**src/rtl/lsb_stego_engine.sv**
```systemverilog
// lsb_stego_engine: embeds a payload into, or extracts it from, the low NLSB bits of each sample in a frame.
// Ports:
//   in_clk, in_rst_n           clock (rising edge) and asynchronous active-low reset
//   in_valid, in_mode          frame offered; mode 0 = embed, 1 = extract (captured on accept)
//   in_frame, in_message       FRAME_SIZE samples of BPS bits; NLSB payload bits per sample
//   in_ack                     downstream has taken the result (only honoured while out_valid)
//   out_accept, out_valid      ready for a new frame; result available and held until in_ack
//   out_frame, out_message     resulting frame and payload
//   out_frame_cnt              frames completed, wraps at 16 bits
module lsb_stego_engine #(
    parameter int BPS        = 16,
    parameter int FRAME_SIZE = 8,
    parameter int NLSB       = 1
) (
    input  logic                       in_clk,
    input  logic                       in_rst_n,
    input  logic                       in_valid,
    input  logic                       in_mode,
    input  logic [FRAME_SIZE*BPS-1:0]  in_frame,
    input  logic [FRAME_SIZE*NLSB-1:0] in_message,
    input  logic                       in_ack,
    output logic                       out_accept,
    output logic                       out_valid,
    output logic [FRAME_SIZE*BPS-1:0]  out_frame,
    output logic [FRAME_SIZE*NLSB-1:0] out_message,
    output logic [15:0]                out_frame_cnt
);
    localparam int IW = $clog2(FRAME_SIZE + 1);
    // idx runs 0..FRAME_SIZE; the extra terminal count gives the FRAME_SIZE+1 cycle latency
    localparam logic [IW-1:0] LAST = IW'(FRAME_SIZE);
    typedef enum logic [1:0] {IDLE, CODE, DONE} state_t;
    state_t state, state_nxt;
    logic [IW-1:0] idx;
    logic mode;
    // rdy holds off out_accept until the first edge after reset release
    logic rdy;
    logic take;
    logic [FRAME_SIZE*BPS-1:0] frm;
    logic [FRAME_SIZE*NLSB-1:0] msg;
    logic [15:0] cnt;
    always_comb begin
        take = state == IDLE && rdy && in_valid;
        state_nxt = take ? CODE :
                    (state == CODE && idx == LAST) ? DONE :
                    (state == DONE && in_ack) ? IDLE : state;
        out_accept = state == IDLE && rdy;
        out_valid = state == DONE;
        out_frame = frm;
        out_message = msg;
        out_frame_cnt = cnt;
    end
    always_ff @(posedge in_clk or negedge in_rst_n) begin
        if (!in_rst_n) begin
            state <= IDLE;
            idx <= '0;
            mode <= 1'b0;
            rdy <= 1'b0;
            frm <= '0;
            msg <= '0;
            cnt <= '0;
        end else begin
            state <= state_nxt;
            rdy <= 1'b1;
            if (take) begin
                frm <= in_frame;
                msg <= in_message;
                mode <= in_mode;
                idx <= '0;
            end else if (state == CODE && idx != LAST) begin
                idx <= idx + 1'b1;
                if (mode)
                    msg[idx*NLSB +: NLSB] <= frm[idx*BPS +: NLSB];
                else
                    frm[idx*BPS +: NLSB] <= msg[idx*NLSB +: NLSB];
            end
            if (state == DONE && in_ack)
                cnt <= cnt + 16'd1;
        end
    end
endmodule

```
**config.mk**
```make
export PLATFORM = sky130hd
export DESIGN_NAME = lsb_stego_engine
export DESIGN_NICKNAME = d
export VERILOG_FILES = /design/src/rtl/lsb_stego_engine.sv
export SDC_FILE = /design/constraint.sdc
export NUM_CORES = 1
export LEC_CHECK = 0
export ABC_AREA = 1
export CORE_ASPECT_RATIO = 0.7
export CORE_MARGIN = 10
export CORE_UTILIZATION = 46
export CTS_CLUSTER_SIZE = 30
export DETAILED_ROUTE_END_ITERATION = 8
export PLACE_DENSITY = 0.86
export SLEW_MARGIN = 10
export SYNTH_ARGS = -nofsm -noshare
export SYNTH_HDL_FRONTEND = slang
export SYNTH_SLANG_ARGS = --single-unit
```
**constraint.sdc**
```tcl
create_clock -name in_clk -period 3.5 [get_ports in_clk]
set_input_delay 0.525 -clock in_clk [delete_from_list [all_inputs] [get_ports in_clk]]
set_output_delay 0.525 -clock in_clk [all_outputs]
set_load 0.01 [all_outputs]
```
== Word-level counts from Yosys, hierarchy flattened ==
Cells that the tools add are included.

* Input bits: 141
* Flip-flop bits (word level): 160
* Output and inout bits: 154
* Logic and storage cells: 46

* Shift-type cells: 6
* Muxes and demuxes: 13
* Add/subtract/negate cells: 4
* Reduce and logical (&&, ||, !) cells: 11
* Equality and inequality tests: 5

{| class="wikitable"
|+ Operator list
! operator !! number
|-
| 128-bit 2-to-1 mux || 3
|-
| 128-bit bitwise mux || 1
|-
| 1-bit by 34-bit variable shift with 128-bit output (first input constant) || 1
|-
| 1-bit by 34-bit indexed part select with 128-bit output || 1
|-
| 128-bit by 9-bit indexed part select with 1-bit output || 1
|-
| 4-bit negator with 34-bit output || 1
|-
| 8-bit negator with 34-bit output || 1
|-
| 1-bit by 34-bit variable shift with 8-bit output (first input constant) || 1
|-
| 1-bit by 34-bit indexed part select with 8-bit output || 1
|-
| 8-bit 2-to-1 mux || 3
|-
| 16-bit by 1-bit adder with 16-bit output (second input constant) || 1
|-
| 8-bit bitwise mux || 1
|-
| 4-bit 2-to-1 mux || 2
|-
| 8-bit by 5-bit indexed part select with 1-bit output || 1
|-
| 2-bit 2-to-1 mux || 3
|-
| 1-bit logical AND || 5
|-
| 4-bit by 1-bit adder with 4-bit output (second input constant) || 1
|-
| 4-bit equality test (second input constant) || 1
|-
| 4-bit != test (second input constant) || 1
|-
| 2-bit AND reduction || 2
|-
| 2-bit nonzero test || 2
|-
| 3-bit nonzero test || 1
|-
| 2-bit by 1-bit equality test with 1-bit output (second input constant) || 1
|-
| 2-bit equality test (second input constant) || 1
|-
| other kinds (2) || 2
|}

== Depth between registers and ports, before layout ==
Gate-level depths: netlist of run 1.

* Word-level depth: 6
* Mapped depth: 14
* Gate-level depth less buffers: 13

== Worst setup path before layout of run 1 ==
Ideal clock, no wire load.

* Path type: register -> register
* Start point: reg idx[0]
* End point: reg msg[4] (netlist: out_message[4])
* Required time: 3.378 ns
* Clock period less this slack: 1.929 ns
* Stages on the path, launching flop included: 14
* Setup time: 0.122 ns
* Slack: 1.571 ns
* Data arrival time: 1.807 ns
* Buffers on the path: 2
* Path through: dfrtp_1 inv_1 buf_2 ha_1 inv_1 nor2_1 nand2_1 nand2_2 inv_2 nand2_1 nand2_2 buf_4 a21oi_1 a21oi_1

* Cells in the longest elaborated chain, start to end: 6
* Elaborated cells on any way between the ends: 12
* Those cells by class: 1 x add/sub; 1 x eq/ne; 3 x shift; 4 x mux; 3 x reduce/logical

{| class="wikitable"
|+ RTL lines
! item !! line !! text
|-
| from (decl) || 33 || <nowiki>logic [IW-1:0] idx;</nowiki>
|-
| from (signal assigned) || 70 || <nowiki>idx <= idx + 1'b1;</nowiki>
|-
| 128-bit by 9-bit indexed part select with 1-bit output or 4-bit negator with 34-bit output (tied branches) || 72 || <nowiki>msg[idx*NLSB +: NLSB] <= frm[idx*BPS +: NLSB];</nowiki>
|-
| 1-bit by 34-bit indexed part select with 8-bit output or 1-bit by 34-bit variable shift with 8-bit output (tied branches) || 72 ||
|-
| 8-bit bitwise mux || 72 ||
|-
| 8-bit 2-to-1 mux || 71 || <nowiki>if (mode)</nowiki>
|-
| 8-bit 2-to-1 mux || 69 || <nowiki>end else if (state == CODE && idx != LAST) begin</nowiki>
|-
| 8-bit 2-to-1 mux || 64 || <nowiki>if (take) begin</nowiki>
|-
| to (signal assigned) || 66 || <nowiki>msg <= in_message;</nowiki>
|-
| to (signal, indexed assignment) || 72 ||
|-
| to (decl) || 39 || <nowiki>logic [FRAME_SIZE*NLSB-1:0] msg;</nowiki>
|}

Several ways; a longest one is shown, not always the timed one. The select of a mux whose other input is x is not followed.
A chain may end at the register's enable or synchronous reset.

== Final worst setup path of run 1 ==
* Start point: reg idx[0]
* End point: reg frm[32] (netlist: out_frame[32])

* Cells in the longest elaborated chain, start to end: 6
* Elaborated cells on any way between the ends: 12
* Those cells by class: 1 x add/sub; 1 x eq/ne; 3 x shift; 4 x mux; 3 x reduce/logical

{| class="wikitable"
|+ RTL lines
! item !! line !! text
|-
| 8-bit negator with 34-bit output or 8-bit by 5-bit indexed part select with 1-bit output (tied branches) || 74 || <nowiki>frm[idx*BPS +: NLSB] <= msg[idx*NLSB +: NLSB];</nowiki>
|-
| 1-bit by 34-bit indexed part select with 128-bit output or 1-bit by 34-bit variable shift with 128-bit output (tied branches) || 74 ||
|-
| 128-bit bitwise mux || 74 ||
|-
| 128-bit 2-to-1 mux || 71 ||
|-
| 128-bit 2-to-1 mux || 69 ||
|-
| 128-bit 2-to-1 mux || 64 ||
|-
| to (signal assigned) || 65 || <nowiki>frm <= in_frame;</nowiki>
|-
| to (signal, indexed assignment) || 74 ||
|-
| to (decl) || 38 || <nowiki>logic [FRAME_SIZE*BPS-1:0] frm;</nowiki>
|}

Several ways; a longest one is shown, not always the timed one. The select of a mux whose other input is x is not followed.

==> flow_metrics.py, run 1 <==
metrics = {
    "yosys": {
        "ys_ff_latch": 160,
        "synth_edf_count": 0,
        "synthCells": 834,
        "ys_types": 28,
        "syn_avg_cell_area_um2": 8.38,
        "synth_top_flop_cell": "dfrtp_1",
        "async_reset_ff_share_pct": 100,
        "syn-num-nets": 982,
        "ys_warn_count": 0,
        "yosysSeqAreaShare_pct": 57.3,
        "netlist_area_mm2": 0.00699,
    },
    "finish": {
        "final_util_pct": 71.8,
        "area_growth_pct": 51.7,
        "fin_nets": 1265,
        "final_common_cell": "nand2_1",
        "final_cell_mix": "437 x nand2_1, 293 x clkdlybuf4s50_1, 160 x dfrtp_1",
        "final_area_mm2": 0.0106,
        "drive_above_1_share_pct": 5.31,
        "diodes": 0,
    },
    "power": {
        "pwr_density_cell_mw_per_mm2": 358,
        "switchingPower_uw": 871,
        "p_leak_uw": 0.00532,
        "pwr-share-comb_pct": 5.3,
        "p_seq_share_pct": 48.8,
        "ir_worst_vdd_v": 0.000281,
        "pwr-share-clk_pct": 46.0,
        "p_int_uw": 2920,
        "power_uw": 3790,
        "netSwitchingFraction_pct": 23.0,
    },
    "route": {
        "num_vias": 6480,
        "ant_nets": 0,
        "drtIter0Drc": 680,
        "wl_mm": 23.5,
        "avgRoutedWirePerCell_um": 17.7,
        "avgViaCountPerCell": 4.89,
        "drt_first_pass_iters": 5,
        "drc_errors": 0,
    },
    "placement": {
        "port_buffers": 294,
        "gp_congestion": 0.920,
        "placed_cell_area_mm2": 0.0100,
        "dp_hpwl_mm": 17.6,
    },
    "die": {
        "dieArea_mm2": 0.0206,
        "die_w_um": 167,
        "core_area_mm2": 0.0148,
        "ios": 295,
        "start_util_pct": 47.3,
        "rows": 37,
        "die_y_um": 123,
    },
    "clocking": {
        "clkLatencyLatePin_ns": 0.41,
        "path_clk_slew_ns": 0.07,
        "numClockSinks": 160,
        "post_cts_resized": 0,
        "ctsHoldBuffers": 0,
        "cts_root_buffer": "clkbuf_16",
        "numCtsBuffers": 17,
        "cts_tree": "yes",
        "cts_setup_buffers": 0,
        "clockBufferDepth": 2,
        "htree_num_levels": 4,
    },
    "outcome": {
        "outcome": "finished, final reports clean",
    },
    "sta": {
        "hold-worst-slack_ns": 0.154,
        "setup_viol": 0,
        "timing.final.crit_period_ns": 2.51,
        "fin_setup_tns_ns": 0,
        "hold_violations": 0,
        "worst-slew-pin-transition_ns": 0.742,
        "rsz0062_at_grt": "false",
        "clock_skew_ns": 0.0119,
        "clock.fmax_ghz": 0.399,
        "max_slew_margin_pct": 50.5,
        "drv_slew": 0,
        "finalCritPeriodShare_pct": 71.7,
    },
    "global_routing": {
        "grt_pass1_wl_mm": 36.2,
        "grt_overflow": 0,
        "grt_max_degree": 99,
        "track_usage_pct": 21.9,
        "antenna_found_initial": 0,
        "grt_pass1_vias": 6527,
    },
    "critical_path": {
        "r2r_start": "idx[0]",
        "cp-endpoint": "out_frame[32]",
        "worstSetupEndpointType": "flip-flop",
        "crit_required_ns": 3.80,
        "cp.arrival_ns": 2.81,
        "crit_type": "reg2reg",
        "r2r_setup_slack_ns": 0.99,
        "crit_path_start_kind": "flip-flop",
        "reg2reg_to": "out_frame[32]",
        "cp_max_fo": 23,
        "startpoint": "idx[0]",
        "rr_worst_depth": 11,
    },
    "hold_path": {
        "hold_class": "in2async",
    },
    "flow_run": {
        "maxCapViolCount": 0,
    },
}
registers in the layout, summed over array words and instances, names as in the netlist:
| signal | cells |
|---|---|
| out_frame | 128 |
| out_frame_cnt | 16 |
| out_message | 8 |
| idx | 4 |
| state | 2 |
| mode | 1 |
| rdy | 1 |
critical path, cell delays in order, from the launching register on:
cell and delay (ns):
dfrtp_1 0.78, inv_1 0.17, nand3_1 0.14, inv_1 0.07, ha_1 0.37, inv_1 0.11, nor2_1 0.21, nand2_1 0.13
nand2_1 0.12, nand2_1 0.09, a21oi_1 0.14, a21oi_1 0.08
cells by family after synthesis:
group | count (synthesis) | synth area share, %
AOI/OAI and AO/OA | 49 | 3.74
xor gates and xnor gates | 14 | 1.75
adders and majority gates | 7 | 1.25
buffers and inverters | 78 | 5.43
DFF | 160 | 57.3
other | 1 | 0.0537
and+or+nand+nor | 525 | 30.5
metrics by stage:
stage / worst slack, ns / cells
final: 0.991 / 1325
after global routing: 0.674 / 1325
after CTS: 1.06 / 1325
after detailed placement: 1.05 / 1293
after global placement: 1.08 / 1293
after floorplan: 1.57 / 834
cell usage after synthesis (7+ instances only):
library cell  count  area (um2)
a21oi_1          37         185
buf_4            15         113
dfrtp_1         160        4000
buf_2            18        90.1
inv_1            36         135
nand2_1         437        1640
nand3_1          26         130
xnor2_1           8        70.1
o21ai_0           7        35.0
nor2_1           30         113
nand4_1          15        93.8
ha_1              7        87.6
routing by layer:
metal	up-vias	GRT usage [%]	part of all wire [%]
met2	290	35.2	46
met5	-	0	0
met3	20	10.3	12
met1	3031	26.3	41
met4	0	5.75	1.4
li1	3139	-	-
cell type report:
cell class                      instances  area, um2
Multi-Input combinational cell        596       2610
Inverter                               42        160
Clock buffer                           18        429
Tap cell                              195        244
Fill cell                            1132       4170
Sequential cell                       160       4000
Clock inverter                         14        125
Timing Repair Buffer                  300       3030
worst min-delay path by stage:
stage                                   end
after global placement    out_frame_cnt[15]
after global routing          out_frame[43]
final                         out_frame[61]
after detailed placement     out_frame[121]
after CTS                     out_frame[43]
after floorplan                      idx[0]
power groups by stage:
stage | Clock, uW | Sequential (uW) | Combinational (uW)
2_1_floorplan | 0 | 1880 | 0.679
3_3_place_gp | 0 | 1880 | 201
3_5_place_dp | 0 | 1880 | 203
4_1_cts | 1790 | 1850 | 204
5_1_grt | 1870 | 1850 | 217
6_report | 1740 | 1850 | 200
Note: power is estimated with default switching activity, not from simulation.
==> inputs of run 2 (changes only) <==
--- a/config.mk
+++ b/config.mk
@@ -8,10 +8,10 @@
 export ABC_AREA = 1
 export CORE_ASPECT_RATIO = 0.7
 export CORE_MARGIN = 10
-export CORE_UTILIZATION = 46
+export CORE_UTILIZATION = 43
 export CTS_CLUSTER_SIZE = 30
 export DETAILED_ROUTE_END_ITERATION = 8
-export PLACE_DENSITY = 0.86
+export PLACE_DENSITY = 0.81
 export SLEW_MARGIN = 10
 export SYNTH_ARGS = -nofsm -noshare
 export SYNTH_HDL_FRONTEND = slang
==> constraint.sdc (replaced) <==
create_clock -name in_clk -period 2.5 [get_ports in_clk]
set_input_delay 0.375 -clock in_clk [delete_from_list [all_inputs] [get_ports in_clk]]
set_output_delay 0.375 -clock in_clk [all_outputs]
set_load 0.01 [all_outputs]
==> run 2 against run 1 <==
Critical endpoint is now out_accept; die area rose by 6.0%; clock skew about the same; largest power group unchanged; via count is 0.69% higher; sequential power up 40%; combinational power is 42% higher; clock-buffer cell count increased by 1; sequential share of layout area decreased by 0.51 points; first-iteration DRC count fell by 1.2%; critical path depth is 7 lower; setup slack worse by 0.64 ns; non-clock buffer count grew 12.
==> flow_metrics.py, run 2 (synthesized netlist as in run 1, its figures left out) <==
metrics = {
    "outcome": {
        "outcome": "finished, final reports clean",
    },
    "hold_path": {
        "whs_endpoint": "out_frame[122]",
        "whs_path_depth": 2,
        "holdCritStartpoint": "out_frame[122]",
        "hold_class": "reg2reg",
    },
    "route": {
        "drtIter0Drc": 672,
        "ant_nets": 0,
        "num_vias": 6525,
        "drc_errors": 0,
        "avgViaCountPerCell": 4.86,
        "wl_mm": 23.0,
        "drt_first_pass_iters": 5,
        "avgRoutedWirePerCell_um": 17.1,
    },
    "power": {
        "pwr_density_cell_mw_per_mm2": 507,
        "ir_worst_vdd_v": 0.000379,
        "power_uw": 5450,
        "p_leak_uw": 0.00540,
    },
    "global_routing": {
        "grt_overflow": 0,
        "track_usage_pct": 20.4,
        "antenna_found_initial": 0,
        "grt_max_degree": 63,
        "grt_pass1_wl_mm": 35.5,
        "grt_pass1_vias": 6472,
    },
    "clocking": {
        "clockBufferDepth": 2,
        "clkLatencyLatePin_ns": 0.41,
        "htree_num_levels": 4,
        "cts_setup_buffers": 0,
        "numCtsBuffers": 17,
        "cts_root_buffer": "clkbuf_16",
        "path_clk_slew_ns": 0.07,
        "numClockSinks": 160,
        "cts_tree": "yes",
    },
    "finish": {
        "fin_nets": 1277,
        "diodes": 0,
        "final_util_pct": 68.5,
        "largest_register_ffs": 128,
        "drive_above_1_share_pct": 6.22,
        "area_growth_pct": 53.8,
        "final_common_cell": "nand2_1",
        "final_cell_mix": "437 x nand2_1, 293 x clkdlybuf4s50_1, 160 x dfrtp_1",
    },
    "critical_path": {
        "cp_max_fo": 4,
        "crit_type": "reg2out",
        "r2r_setup_slack_ns": 0.46,
        "reg2reg_to": "out_message[2]",
        "crit_required_ns": 2.12,
        "rr_worst_depth": 12,
        "r2r_start": "idx[0]",
        "crit_path_start_kind": "flip-flop",
        "cp.arrival_ns": 1.77,
        "worstSetupEndpointType": "output port",
    },
    "die": {
        "ios": 295,
        "start_util_pct": 44.5,
        "rows": 38,
        "die_y_um": 127,
        "core_area_mm2": 0.0157,
        "dieArea_mm2": 0.0218,
        "die_w_um": 172,
    },
    "sta": {
        "timing.final.crit_period_ns": 2.14,
        "drv_slew": 0,
        "clock_skew_ns": 0.0121,
        "hold_violations": 0,
        "rsz0062_at_grt": "false",
        "max_slew_margin_pct": 56.1,
        "fin_setup_tns_ns": 0,
        "setup_viol": 0,
        "finalCritPeriodShare_pct": 85.8,
        "clock.fmax_ghz": 0.466,
        "worst-slew-pin-transition_ns": 0.658,
        "hold-worst-slack_ns": 0.479,
    },
    "placement": {
        "dp_hpwl_mm": 17.7,
        "gp_congestion": 0.973,
        "port_buffers": 294,
    },
    "flow_run": {
        "maxCapViolCount": 0,
    },
}
-- run 2: changes by cell type in the layout (fill, tap and decap cells not counted), moves of 3 or more --
cell | previous run | this run
buf_4 | 3 | 13
clkinv_4 | 2 | 5
clkinvlp_4 | 3 | 0
inv_6 | 6 | 3
inv_8 | 1 | 4
-- run 2: metrics by stage --
stage | cells | setup slack [ns] | area [um2]
after global routing | 1342 | 0.207 | 10700
after detailed placement | 1309 | 0.486 | 10100
after global placement | 1309 | 0.532 | 10100
final | 1342 | 0.356 | 10700
after floorplan | 834 | 0.571 | 6990
after CTS | 1342 | 0.311 | 10700
-- run 2: worst max-delay path by stage --
| stage | startpoint | end | slack [ns] | cells past startpoint |
|---|---|---|---|---|
| final | state[0] | out_accept | 0.36 | 4 |
| after global routing | idx[0] | out_message[2] | 0.21 | 12 |
| after CTS | state[0] | out_accept | 0.31 | 4 |
| after detailed placement | in_valid | out_frame[37] | 0.49 | 6 |
| after global placement | idx[0] | out_message[7] | 0.53 | 12 |
| after floorplan | idx[0] | out_message[4] | 0.57 | 13 |
-- run 2: final cells by class --
cell class                 instances  area [um2]
clock buffer                      19         443
clock inverter                    13         145
fill                            1240        4950
inverter                          42         160
multi-input combinational        596        2610
sequential                       160        4000
tap                              200         250
timing repair buffer             312        3130
-- run 2: routing by layer --
metal	vias up	wire, um	GRT usage [%]	share of wire (%)
met1	3052	9260	25.1	40
met4	0	249	4.85	1.1
met5	-	0	0	0
met3	16	2940	9.58	13
li1	3163	-	-	-
met2	294	10600	32.0	46
-- run 2: power breakdown --
part           internal (uW)  switching [uW]
clock network           1440            1130
registers               2590           0.192
logic                    200            85.1
-- run 2: worst max-delay path, stage by stage, from the launching register on --
cell	delay (ns)
dfrtp_1	0.41
inv_2	0.08
nand2_1	0.05
nor2_1	0.22
clkdlybuf4s50_1	0.60
-- run 2: timing repair --
action                                 4_1_cts  5_1_grt
gates resized for setup                      0        0
endpoints found under the hold margin       51        0
hold buffers                                 1        0
setup endpoints to repair                    0        0
==> inputs of run 3 (changes only) <==
--- a/config.mk
+++ b/config.mk
@@ -16,3 +16,4 @@
 export SYNTH_ARGS = -nofsm -noshare
 export SYNTH_HDL_FRONTEND = slang
 export SYNTH_SLANG_ARGS = --single-unit
+export TNS_END_PERCENT = 30
==> results of run 3 <==
The final DEF is identical to that of run 2; final timing and power are the same.
==> RTL edit, RTL diff (settings of run 2) <==
Set the parameter `BPS` to 18 (it was 16).
--- a/src/rtl/lsb_stego_engine.sv
+++ b/src/rtl/lsb_stego_engine.sv
@@ -9,5 +9,5 @@
 //   out_frame_cnt              frames completed, wraps at 16 bits
 module lsb_stego_engine #(
-    parameter int BPS        = 16,
+    parameter int BPS        = 18,
     parameter int FRAME_SIZE = 8,
     parameter int NLSB       = 1
Interface: changed (resized in_frame and out_frame); port bits go from 295 to 327. The function was not compared with the original's and may differ.
==> RTL edit against run 2 <==
The run now ends with negative setup slack left; wire length is 79% higher; final cell count increased by 60%; total power up 7.8%; die area is 38% higher; synthesized area is 45% higher; non-clock buffer count grew 120; sequential cell count increased by 16; design area increased by 46%; setup slack worse by 560 ps; utilization is 0.11 points higher; critical path type is now register to register; critical endpoint is now out_frame[108]; largest cell class is now multi-input combinational cells.
==> RTL edit: results (changes against run 2) <==
Pwr
  • Worst VDD drop: 0.5134 mV (+35%)
  • Pleak: 7.337 nW (+36%)

Outcome
  • Status: complete, but fails checks
  • Failing checks: negative setup slack

STA
  • Setup Viol. Count Final: 72 (+72)
  • Worst slew margin: 57.29% (+1.2 points)
  • Clock Skew: 12.20 ps (+0.05390 ps)
  • Final hold vios: 0 (unchanged)
  • Final WS setup: -204.0 ps (-559.5 ps)

Worst setup path
  • CP arrival: 3040 ps (+1270 ps)
  • Reg2reg start: idx[0]
  • Critical Path Fanout Max: 6 (+2)

GRT
  • Largest net degree at the start of global routing: 80 (+27%)
  • Total Routing Usage GR: 26.04% (+5.6 points)
  • Initial antenna violation count: 0 (unchanged)
  • Vias in the first global route: 10870 (+68%)
  • First-pass GRT wire length: 62800 µm (+77%)

Yosys
  • Synth top area cells: dfrtp_1 43%, nand2_1 20%, nor2_1 7.3%
  • Avg Cell Area, Syn: 7.008 µm² (-16%)
  • Sequential share of the synthesized area: 43.46% (-14 points)
  • Distinct cells, synth: 43 (+54%)
  • FFs w/ async S/R, synth: 100.0% (unchanged)
  • Post-synth top cells: 539 x nand2_1, 198 x nor2_1, 176 x dfrtp_1, 91 x nand3_1, 84 x a21oi_1
  • Warnings from Yosys: 0 (unchanged)
  • Syn nets: 1611 (+64%)

Route
  • Vias/cell: 5.363 (+10%)
  • Detailed Routing Iterations Pass 1: 6 (+1)
  • Routed wire length: 41240 µm (+79%)
  • Drt initial violations: 1298 (+93%)

Min path
  • HP Class: input port to register
  • Min-delay src: in_frame[21]

Finish
  • Nets: 1982 (+55%)
  • Post-Layout Cell Count: 2143 (+60%)
  • Fill cells: 1837 (+48%)
  • Share of cells above drive strength 1: 16.28% (+10 points)
  • Max reg flops: 144 (+13%)

Place
  • GP Congestion: 0.9335 (-4.0%)
  • Hpwl dp: 29940 µm (+69%)
  • # port buffers: 326 (+11%)

Clock tree
  • Worst skew pair latency: 450 ps (+40 ps)
  • CTS Buf Count: 17 (unchanged)
  • H-tree lvl count: 4 (unchanged)
  • CTS Root Cell: clkbuf_16
## RTL edit: cell types whose count changed after synthesis, sizes merged, moves of 34 or more
cell and delta:
a21oi +47, nand3 +65, nor2 +182, nand4 +48
nand2 +103, inv +34
## RTL edit: worst paths after layout
path	end	slack (ps)	depth (start not counted)
min reg2reg	out_frame_cnt[15]	470	1
min in group asynchronous	out_message[1]	470	2
max	out_frame[108]	-200	15
min	out_frame[21]	460	3
max in group asynchronous	out_frame[53]	1250	3
max reg2reg	out_frame[108]	-200	15
## RTL edit: cell type report
cell class | instances | area share, %
Timing Repair Buffer | 432 | 27.63
Clock inverter | 14 | 0.9397
Antenna cell | 1 | 0.01593
Inverter | 77 | 1.951
Multi-Input combinational cell | 1113 | 36.21
Clock buffer | 18 | 2.732
Sequential cell | 176 | 28.04
Tap cell | 312 | 2.485
## RTL edit: power by group
part	internal, mW	total [mW]	switching (mW)	leakage, nW
clock	1.41	2.71	1.30	0.278
sequential	2.85	2.85	0.000283	2.37
combinational	0.220	0.320	0.0997	4.69
## RTL edit: worst max-delay path, cell delays in order, from the launching register on
cell	delay (ps)
dfrtp_2	440
ha_4	170
ha_4	160
ha_4	280
inv_4	40
nand3_4	90
nor2_4	40
ha_4	170
inv_4	70
nand4_1	170
buf_4	200
nor2_4	210
nand3_2	130
a21oi_2	210
nand2b_4	150
nand2_1	50
## RTL edit: timing repair
| action | 4_1_cts | 5_1_grt |
|---|---|---|
| hold buffers | 1 | 0 |
| endpoints found under the setup margin | 74 | 79 |
| cloned | 2 | 2 |
| resized for setup | 70 | 98 |
| pin swaps | 24 | 60 |
| buffers inserted | 4 | 18 |
| endpoints found under the hold margin | 42 | 0 |
## RTL edit: kinds of logic after synthesis
group,count (synthesis),synth area share [%]
other,1,0.03701
AND/OR/NAND/NOR,972,41.34
buffers and inverters,157,6.705
AO/OA/AOI/OAI,119,6.346
XOR/XNOR,13,1.124
flip-flops,176,43.46
adder cells (fa/ha/maj),8,0.9878
## RTL edit: stage by stage
stage	TNS [ps]	instance area, µm²	worst slack (ps)	hold slack (ps)
4_1_cts	-3848	15120	-106.4	445.3
2_1_floorplan	-103.3	10200	-11.65	79.41
3_5_place_dp	-7945	14220	-203.4	369.2
3_3_place_gp	-3141	14220	-133.3	357.2
5_1_grt	-17470	15710	-306.7	451.9
6_report	-7822	15710	-204.0	458.1
## RTL edit: layer usage
| metal | track usage (%) | routed length (µm) | vias to the layer above |
|---|---|---|---|
| li1 | - | - | 5371 |
| met3 | 9.266 | 4750 | 66 |
| met4 | 6.806 | 794 | 0 |
| met1 | 34.67 | 17050 | 5414 |
| met2 | 39.24 | 18650 | 641 |
| met5 | 0 | 0 | - |
